<file path="src/rtl/core_pkg.sv">
// Shared core definitions: ALU operation codes, RV32I opcode/funct constants,
// the decode-stage output record and immediate-extraction helpers.
// Imported by id_stage, regfile and the ALU so that all of them agree on
// the alu_ctrl_t encoding.
package core_pkg;

    localparam int unsigned XLEN    = 32;
    localparam int unsigned NumRegs = 32;

    // 3'b100, 3'b110 and 3'b111 are reserved and never produced.
    typedef enum logic [2:0] {
        ALU_ADD = 3'b000,
        ALU_SUB = 3'b001,
        ALU_AND = 3'b010,
        ALU_OR  = 3'b011,
        ALU_SLT = 3'b101
    } alu_ctrl_t;

    localparam logic [6:0] OPC_OP     = 7'b0110011;
    localparam logic [6:0] OPC_OP_IMM = 7'b0010011;
    localparam logic [6:0] OPC_LOAD   = 7'b0000011;
    localparam logic [6:0] OPC_STORE  = 7'b0100011;
    localparam logic [6:0] OPC_BRANCH = 7'b1100011;

    localparam logic [2:0] F3_ADD_SUB = 3'b000;
    localparam logic [2:0] F3_SLT     = 3'b010;
    localparam logic [2:0] F3_OR      = 3'b110;
    localparam logic [2:0] F3_AND     = 3'b111;
    localparam logic [2:0] F3_LW      = 3'b010;
    localparam logic [2:0] F3_SW      = 3'b010;
    localparam logic [2:0] F3_BEQ     = 3'b000;

    localparam logic [6:0] F7_BASE = 7'b0000000;
    localparam logic [6:0] F7_SUB  = 7'b0100000;

    // Contents of the decode -> execute pipeline register.
    typedef struct packed {
        logic [XLEN-1:0] rs1_val;
        logic [XLEN-1:0] rs2_val;
        logic [XLEN-1:0] store_data;
        logic [XLEN-1:0] branch_off;
        alu_ctrl_t       alu_ctrl;
        logic [4:0]      rd_addr;
        logic            reg_we;
        logic            mem_re;
        logic            mem_we;
        logic            branch;
        logic            illegal;
    } id_out_t;

    function automatic logic [XLEN-1:0] imm_i(input logic [31:0] instr);
        return {{20{instr[31]}}, instr[31:20]};
    endfunction

    function automatic logic [XLEN-1:0] imm_s(input logic [31:0] instr);
        return {{20{instr[31]}}, instr[31:25], instr[11:7]};
    endfunction

    function automatic logic [XLEN-1:0] imm_b(input logic [31:0] instr);
        return {{19{instr[31]}}, instr[31], instr[7], instr[30:25], instr[11:8], 1'b0};
    endfunction

endpackage

</file>
<file path="src/rtl/regfile.sv">
// 32 x 32 integer register file.
//   clk_i, rst_ni          clock, asynchronous active-low reset (clears all entries)
//   raddr_a_i/rdata_a_o    asynchronous read port A
//   raddr_b_i/rdata_b_o    asynchronous read port B
//   we_i/waddr_i/wdata_i   synchronous write port
// x0 always reads 0 and ignores writes. A read that hits the register being
// written in the same cycle returns the write data (write-through bypass).
module regfile
    import core_pkg::*;
(
    input  logic            clk_i,
    input  logic            rst_ni,
    input  logic [4:0]      raddr_a_i,
    output logic [XLEN-1:0] rdata_a_o,
    input  logic [4:0]      raddr_b_i,
    output logic [XLEN-1:0] rdata_b_o,
    input  logic            we_i,
    input  logic [4:0]      waddr_i,
    input  logic [XLEN-1:0] wdata_i
);

    logic [XLEN-1:0] mem_q [NumRegs];

    always_ff @(posedge clk_i or negedge rst_ni) begin
        if (!rst_ni) begin
            for (int i = 0; i < NumRegs; i++) begin
                mem_q[i] <= '0;
            end
        end else if (we_i && (waddr_i != 5'd0)) begin
            mem_q[waddr_i] <= wdata_i;
        end
    end

    always_comb begin
        rdata_a_o = '0;
        if (raddr_a_i != 5'd0) begin
            rdata_a_o = (we_i && (waddr_i == raddr_a_i)) ? wdata_i : mem_q[raddr_a_i];
        end
    end

    always_comb begin
        rdata_b_o = '0;
        if (raddr_b_i != 5'd0) begin
            rdata_b_o = (we_i && (waddr_i == raddr_b_i)) ? wdata_i : mem_q[raddr_b_i];
        end
    end

endmodule

</file>
<file path="src/rtl/id_stage.sv">
// RV32I instruction-decode stage.
//   in_valid_i/in_ready_o/instr_i   instruction handshake (in_ready_o is combinational)
//   out_valid_o/out_ready_i         output pipeline-register handshake
//   rs1_val_o, rs2_val_o            ALU operands (rs2_val_o is register or immediate)
//   store_data_o                    rs2 register value for sw, else 0
//   alu_ctrl_o                      alu_ctrl_t operation code
//   rd_addr_o, reg_we_o             destination register and write enable
//   mem_re_o, mem_we_o, branch_o    lw / sw / beq flags
//   branch_off_o                    sign-extended B-immediate for beq, else 0
//   illegal_o                       unsupported encoding
//   wb_en_i/wb_addr_i/wb_data_i     writeback port into the register file
// A pending-register scoreboard stalls issue on RAW/WAW hazards until the
// matching writeback arrives.
module id_stage
    import core_pkg::*;
(
    input  logic            clk_i,
    input  logic            rst_ni,
    input  logic            in_valid_i,
    output logic            in_ready_o,
    input  logic [31:0]     instr_i,
    output logic            out_valid_o,
    input  logic            out_ready_i,
    output logic [XLEN-1:0] rs1_val_o,
    output logic [XLEN-1:0] rs2_val_o,
    output logic [XLEN-1:0] store_data_o,
    output logic [2:0]      alu_ctrl_o,
    output logic [4:0]      rd_addr_o,
    output logic            reg_we_o,
    output logic            mem_re_o,
    output logic            mem_we_o,
    output logic            branch_o,
    output logic [XLEN-1:0] branch_off_o,
    output logic            illegal_o,
    input  logic            wb_en_i,
    input  logic [4:0]      wb_addr_i,
    input  logic [XLEN-1:0] wb_data_i
);

    logic [6:0] opcode;
    logic [6:0] funct7;
    logic [2:0] funct3;
    logic [4:0] rs1_addr;
    logic [4:0] rs2_addr;
    logic [4:0] rd_field;

    assign opcode   = instr_i[6:0];
    assign rd_field = instr_i[11:7];
    assign funct3   = instr_i[14:12];
    assign rs1_addr = instr_i[19:15];
    assign rs2_addr = instr_i[24:20];
    assign funct7   = instr_i[31:25];

    logic [XLEN-1:0] rf_rdata_a;
    logic [XLEN-1:0] rf_rdata_b;

    regfile u_regfile (
        .clk_i     (clk_i),
        .rst_ni    (rst_ni),
        .raddr_a_i (rs1_addr),
        .rdata_a_o (rf_rdata_a),
        .raddr_b_i (rs2_addr),
        .rdata_b_o (rf_rdata_b),
        .we_i      (wb_en_i),
        .waddr_i   (wb_addr_i),
        .wdata_i   (wb_data_i)
    );

    // ---------------- Decode ----------------
    logic            dec_illegal;
    alu_ctrl_t       dec_alu;
    logic            dec_use_rs2;
    logic            dec_writes_rd;
    logic            dec_imm_op;
    logic [XLEN-1:0] dec_imm;
    logic            dec_mem_re;
    logic            dec_mem_we;
    logic            dec_branch;

    always_comb begin
        dec_illegal   = 1'b0;
        dec_alu       = ALU_ADD;
        dec_use_rs2   = 1'b0;
        dec_writes_rd = 1'b0;
        dec_imm_op    = 1'b0;
        dec_imm       = '0;
        dec_mem_re    = 1'b0;
        dec_mem_we    = 1'b0;
        dec_branch    = 1'b0;
        case (opcode)
            OPC_OP: begin
                dec_use_rs2   = 1'b1;
                dec_writes_rd = 1'b1;
                if (funct7 == F7_BASE) begin
                    case (funct3)
                        F3_ADD_SUB: dec_alu = ALU_ADD;
                        F3_AND:     dec_alu = ALU_AND;
                        F3_OR:      dec_alu = ALU_OR;
                        F3_SLT:     dec_alu = ALU_SLT;
                        default:    dec_illegal = 1'b1;
                    endcase
                end else if ((funct7 == F7_SUB) && (funct3 == F3_ADD_SUB)) begin
                    dec_alu = ALU_SUB;
                end else begin
                    dec_illegal = 1'b1;
                end
            end
            OPC_OP_IMM: begin
                dec_writes_rd = 1'b1;
                dec_imm_op    = 1'b1;
                dec_imm       = imm_i(instr_i);
                case (funct3)
                    F3_ADD_SUB: dec_alu = ALU_ADD;
                    F3_AND:     dec_alu = ALU_AND;
                    F3_OR:      dec_alu = ALU_OR;
                    F3_SLT:     dec_alu = ALU_SLT;
                    default:    dec_illegal = 1'b1;
                endcase
            end
            OPC_LOAD: begin
                dec_writes_rd = 1'b1;
                dec_imm_op    = 1'b1;
                dec_imm       = imm_i(instr_i);
                dec_mem_re    = 1'b1;
                dec_illegal   = (funct3 != F3_LW);
            end
            OPC_STORE: begin
                // rs2 is still read: it supplies the store data.
                dec_use_rs2 = 1'b1;
                dec_imm_op  = 1'b1;
                dec_imm     = imm_s(instr_i);
                dec_mem_we  = 1'b1;
                dec_illegal = (funct3 != F3_SW);
            end
            OPC_BRANCH: begin
                dec_use_rs2 = 1'b1;
                dec_alu     = ALU_SUB;
                dec_branch  = 1'b1;
                dec_illegal = (funct3 != F3_BEQ);
            end
            default: dec_illegal = 1'b1;
        endcase
    end

    // Illegal encodings produce an all-zero record apart from the flag and
    // use no registers, so they can never stall.
    id_out_t dec;
    logic    use_rs1;
    logic    use_rs2;

    always_comb begin
        dec     = '0;
        use_rs1 = !dec_illegal;
        use_rs2 = dec_use_rs2 && !dec_illegal;
        if (!dec_illegal) begin
            dec.rs1_val    = rf_rdata_a;
            dec.rs2_val    = dec_imm_op ? dec_imm : rf_rdata_b;
            dec.store_data = dec_mem_we ? rf_rdata_b : '0;
            dec.branch_off = dec_branch ? imm_b(instr_i) : '0;
            dec.alu_ctrl   = dec_alu;
            dec.reg_we     = dec_writes_rd && (rd_field != 5'd0);
            dec.rd_addr    = dec.reg_we ? rd_field : 5'd0;
            dec.mem_re     = dec_mem_re;
            dec.mem_we     = dec_mem_we;
            dec.branch     = dec_branch;
        end
        dec.illegal = dec_illegal;
    end

    // ---------------- Scoreboard / handshake ----------------
    logic [NumRegs-1:0] pending_q;
    logic [NumRegs-1:0] pending_d;
    logic [NumRegs-1:0] wb_clr;
    logic [NumRegs-1:0] pending_eff;
    logic               out_valid_q;
    logic               out_valid_d;
    id_out_t            out_q;
    id_out_t            out_d;
    logic               stall;
    logic               accept;

    always_comb begin
        wb_clr = wb_en_i ? (32'd1 << wb_addr_i) : '0;
        // A register being written back this cycle no longer blocks issue.
        pending_eff = pending_q & ~wb_clr;
        stall = in_valid_i && ((use_rs1 && pending_eff[rs1_addr])
                            || (use_rs2 && pending_eff[rs2_addr])
                            || (dec.reg_we && pending_eff[rd_field]));
    end

    assign in_ready_o = !stall && (!out_valid_q || out_ready_i);
    assign accept     = in_valid_i && in_ready_o;

    always_comb begin
        pending_d = pending_eff;
        // Applied after the clear so a same-cycle set on the same register wins.
        if (accept && dec.reg_we) begin
            pending_d[rd_field] = 1'b1;
        end
        pending_d[0] = 1'b0;
    end

    always_comb begin
        out_valid_d = out_valid_q;
        out_d       = out_q;
        if (accept) begin
            out_valid_d = 1'b1;
            out_d       = dec;
        end else if (out_ready_i) begin
            out_valid_d = 1'b0;
        end
    end

    always_ff @(posedge clk_i or negedge rst_ni) begin
        if (!rst_ni) begin
            pending_q   <= '0;
            out_valid_q <= 1'b0;
            out_q       <= '0;
        end else begin
            pending_q   <= pending_d;
            out_valid_q <= out_valid_d;
            out_q       <= out_d;
        end
    end

    assign out_valid_o  = out_valid_q;
    assign rs1_val_o    = out_q.rs1_val;
    assign rs2_val_o    = out_q.rs2_val;
    assign store_data_o = out_q.store_data;
    assign alu_ctrl_o   = out_q.alu_ctrl;
    assign rd_addr_o    = out_q.rd_addr;
    assign reg_we_o     = out_q.reg_we;
    assign mem_re_o     = out_q.mem_re;
    assign mem_we_o     = out_q.mem_we;
    assign branch_o     = out_q.branch;
    assign branch_off_o = out_q.branch_off;
    assign illegal_o    = out_q.illegal;

endmodule

</file>
<file path="config.mk">
export PLATFORM = sky130hd
export DESIGN_NAME = id_stage
export DESIGN_NICKNAME = d
export VERILOG_FILES = /design/src/rtl/core_pkg.sv /design/src/rtl/regfile.sv /design/src/rtl/id_stage.sv
export SDC_FILE = /design/constraint.sdc
export NUM_CORES = 2
export LEC_CHECK = 0
export ABC_AREA = 1
export BUFFER_PORTS_ARGS = -buffer_cell sky130_fd_sc_hd__clkbuf_2
export CORE_MARGIN = 1
export CORE_UTILIZATION = 30
export DETAILED_ROUTE_END_ITERATION = 8
export RECOVER_POWER = 100
export SETUP_SLACK_MARGIN = 0.1
export SLEW_MARGIN = 20
export SYNTH_ARGS = -nofsm -noshare
export SYNTH_HDL_FRONTEND = slang
export SYNTH_HIERARCHICAL = 1
export SYNTH_SLANG_ARGS = --single-unit
</file>
<file path="constraint.sdc">
create_clock -name clk_i -period 2.6 [get_ports clk_i]
set_clock_uncertainty 0.05 [all_clocks]
set_input_delay 0.26 -clock clk_i [delete_from_list [all_inputs] [get_ports clk_i]]
set_output_delay 0.26 -clock clk_i [all_outputs]
set_load 0.02 [all_outputs]
</file>
==> reports/qor.yml <==
clock_network:
  cts.sink_count: 1177
  cts_made_buffers: 131
  cts_tree: "yes"
  root_buffer: "clkbuf_16"
  htree_levels: 4
  cts.path.max_buffers: 3
  insertion_delay_ns: 0.81
  path_clk_slew_ns: 0.06
sta:
  slew_viol_final: 19
  fmax_mhz: 369.4
  setup_violations: 47
  period_share_pct: 104.1
  period_needed_ns: 2.707
  setup_tns_ns: -0.8094
  hold_violations: 0
  worst_slack_ns: -0.1073
  worst_pin_slew_ns: 1.983
  grt_setup_unrepaired: "yes"
  slew_headroom_pct: -32.40
route:
  wl_mm: 290.2
  drtAntennaViolNets: 0
  drtIter0Drc: 8185
  drc_errors: 0
  vias: 70351
  wl_per_cell_um: 21.83
  viasPerCell: 5.293
  dr.pass1.iters: 8
power_and_ir_drop:
  power_density_nw_per_um2: 672.1
  leakage_nw: 39.54
  ir_drop_mv: 0.7860
finish:
  nets: 10264
  syn_to_final_growth_pct: 17.96
  drive_gt1_share_pct: 8.865
  nFillCells: 24242
  utilization_pct: 35.70
  regArea_um2: 29450
  layout_commonest_cell: "nand2_1"
  multi_input_area_um2: 31760
  final_cell_mix: "nand2_1, nand3_1, dfrtp_1"
synth:
  ys_ff_latch: 1177
  ys_types: 35
  synth_nets: 10140
  synth_cells: 10066
  syn_area_um2: 68190
  ys_warn_count: 6
  syn_area_per_cell_um2: 6.774
  ys_seq_area_share_pct: 43.19
grt:
  grt_max_degree: 83
  grtUsageTotal_pct: 24.71
  grt_pass1_wl_mm: 432.3
  grt_pass1_vias: 65004
  gr-total-overflow: 0
  antenna_found_initial: 15
critical_path:
  critPathMaxStageDelay_ns: 0.39
  crit_path_start_kind: "register"
  path_class: "reg2out"
  worstPathCellList: "nand2_2, buf_4, nand2_1, nand3_1, nand2_1, nand2_1, nand3_2, nand3_2, nand2_2, nor2_2, nand2_2, a21boi_2, buf_6"
  worstPathRequired_ns: 2.29
  critical_path_arrival_ns: 2.40
  crit_buf_inv: 2
  cp_max_fo: 3
  crit_family: "simple AND/OR/NAND/NOR gates"
  critical_path.endpoint_type: "output pin"
  cpMaxStageDelayCell: "dfrtp_1"
min_path:
  hold_class: "in2reg"
placed_design:
  hpwl_mm: 182.9
  port-buffer-count: 215
  place_congestion: 0.9267
floorplanning:
  pin_count: 217
  die-area_um2: 229200
  die_h_um: 478.8
  initial_utilization_pct: 30.26
  die_w_um: 478.8
  core_area_um2: 225300
  core.rowCount: 174
run_status:
  run_status: "finished, violations left"
  violations: "capacitance limit, slew limit, setup timing"
flow_run:
  drv_cap: 1
[worst min-delay path: cells and delay by family]
family,cells,cell delay [ns]
buffers and inverters,2,0.27
and+or+nand+nor,3,0.32
[routing by layer]
metal / track usage (%) / vias up / share of wire, %
met2: 38.43 / 3784 / 44
met4: 10.67 / 2 / 4.8
met5: 0 / - / 0.0028
li1: - / 32658 / -
met3: 4.785 / 726 / 10
met1: 33.27 / 33181 / 41
[flip-flops by register name (all words and copies together) (netlist names), 3 cells and up]
register / count
alu_ctrl_o: 3
branch_off_o: 12
rd_addr_o: 5
pending_q: 31
store_data_o: 32
rs1_val_o: 32
u_regfile/mem_q: 1024
rs2_val_o: 32
[stage by stage]
step	cell area [µm²]	cells	power, W	hold WS (ns)	setup slack, ns
floorplan	68190	10066	0.03049	-0.08559	0.3502
CTS	81490	13271	0.05421	0.002212	-0.2141
global placement	76450	12968	0.03473	0.1449	-0.1630
global route	80410	13283	0.05692	0.03555	-0.2263
detailed placement	76450	12968	0.03492	0.1442	-0.2085
finish	80440	13292	0.05406	0.03728	-0.1073
[cell type report]
cell class / instances / area share, %
tap: 2992 / 4.654
clock buffer: 190 / 4.755
inverter: 1008 / 4.754
sequential: 1177 / 36.62
antenna: 12 / 0.03733
multi-input combinational: 7036 / 39.48
clock inverter: 41 / 0.5755
timing repair buffer: 836 / 9.125
[cells in the mapped netlist (all sizes together)]
master / n / share of area (%)
a21boi: 1 / 0.011
a21oi: 128 / 0.94
a221oi: 1 / 0.022
a22oi: 1 / 0.011
buf: 165 / 1.2
clkbuf: 680 / 3.7
clkinv: 7 / 0.039
conb: 1 / 0.0055
dfrtp: 1177 / 43
inv: 1001 / 5.5
nand2: 3296 / 18
nand3: 1511 / 11
nand4: 164 / 1.5
nor2: 396 / 2.2
nor3: 40 / 0.32
nor3b: 2 / 0.029
nor4: 6 / 0.12
o211ai: 222 / 2.4
o21ai: 1202 / 8.8
o21bai: 1 / 0.011
o221ai: 5 / 0.064
o22ai: 8 / 0.073
or2: 51 / 0.47
[logic make-up after synthesis]
kind of cell / Yosys count / share of synthesized area, %
compound gates: 1569 / 12.40
flops: 1177 / 43.19
other cells: 1 / 0.005499
simple gates: 5466 / 33.87
buf+inv: 1853 / 10.53
[path summary, 6_finish.rpt]
kind	startpoint	to	depth (start not counted)	slack (ns)
setup / recovery	pending_q[16]	in_ready_o	13	-0.11
hold / removal	wb_addr_i[3]	pending_q[11]	5	0.04
setup reg to reg	pending_q[29]	rs1_val_o[8]	15	0.38
hold reg to reg	u_regfile/mem_q[999]	u_regfile/mem_q[999]	0	0.33
max in group asynchronous	rst_ni	u_regfile/mem_q[958]	3	0.07
min in group asynchronous	rst_ni	u_regfile/mem_q[743]	3	1.33
[where the power goes]
part	leakage (nW)	switching [W]	internal, W	total [W]
Sequential	15.2	0.00166	0.0213	0.0230
Clock	2.10	0.00827	0.0109	0.0191
Combinational	22.2	0.00778	0.00417	0.0120
Total	39.5	0.0177	0.0363	0.0541
[repair_timing]
| action | in CTS | in global routing |
|---|---|---|
| gates resized for setup | 15 | 15 |
| setup endpoints to repair | 1 | 123 |
| hold buffers | 68 | 2 |
| pin swaps | 9 | 13 |
| endpoints found under the hold margin | 1170 | 2 |
| gates cloned | 0 | 3 |
| setup buffers | 4 | 5 |
Power figures use the tool's default switching activity.
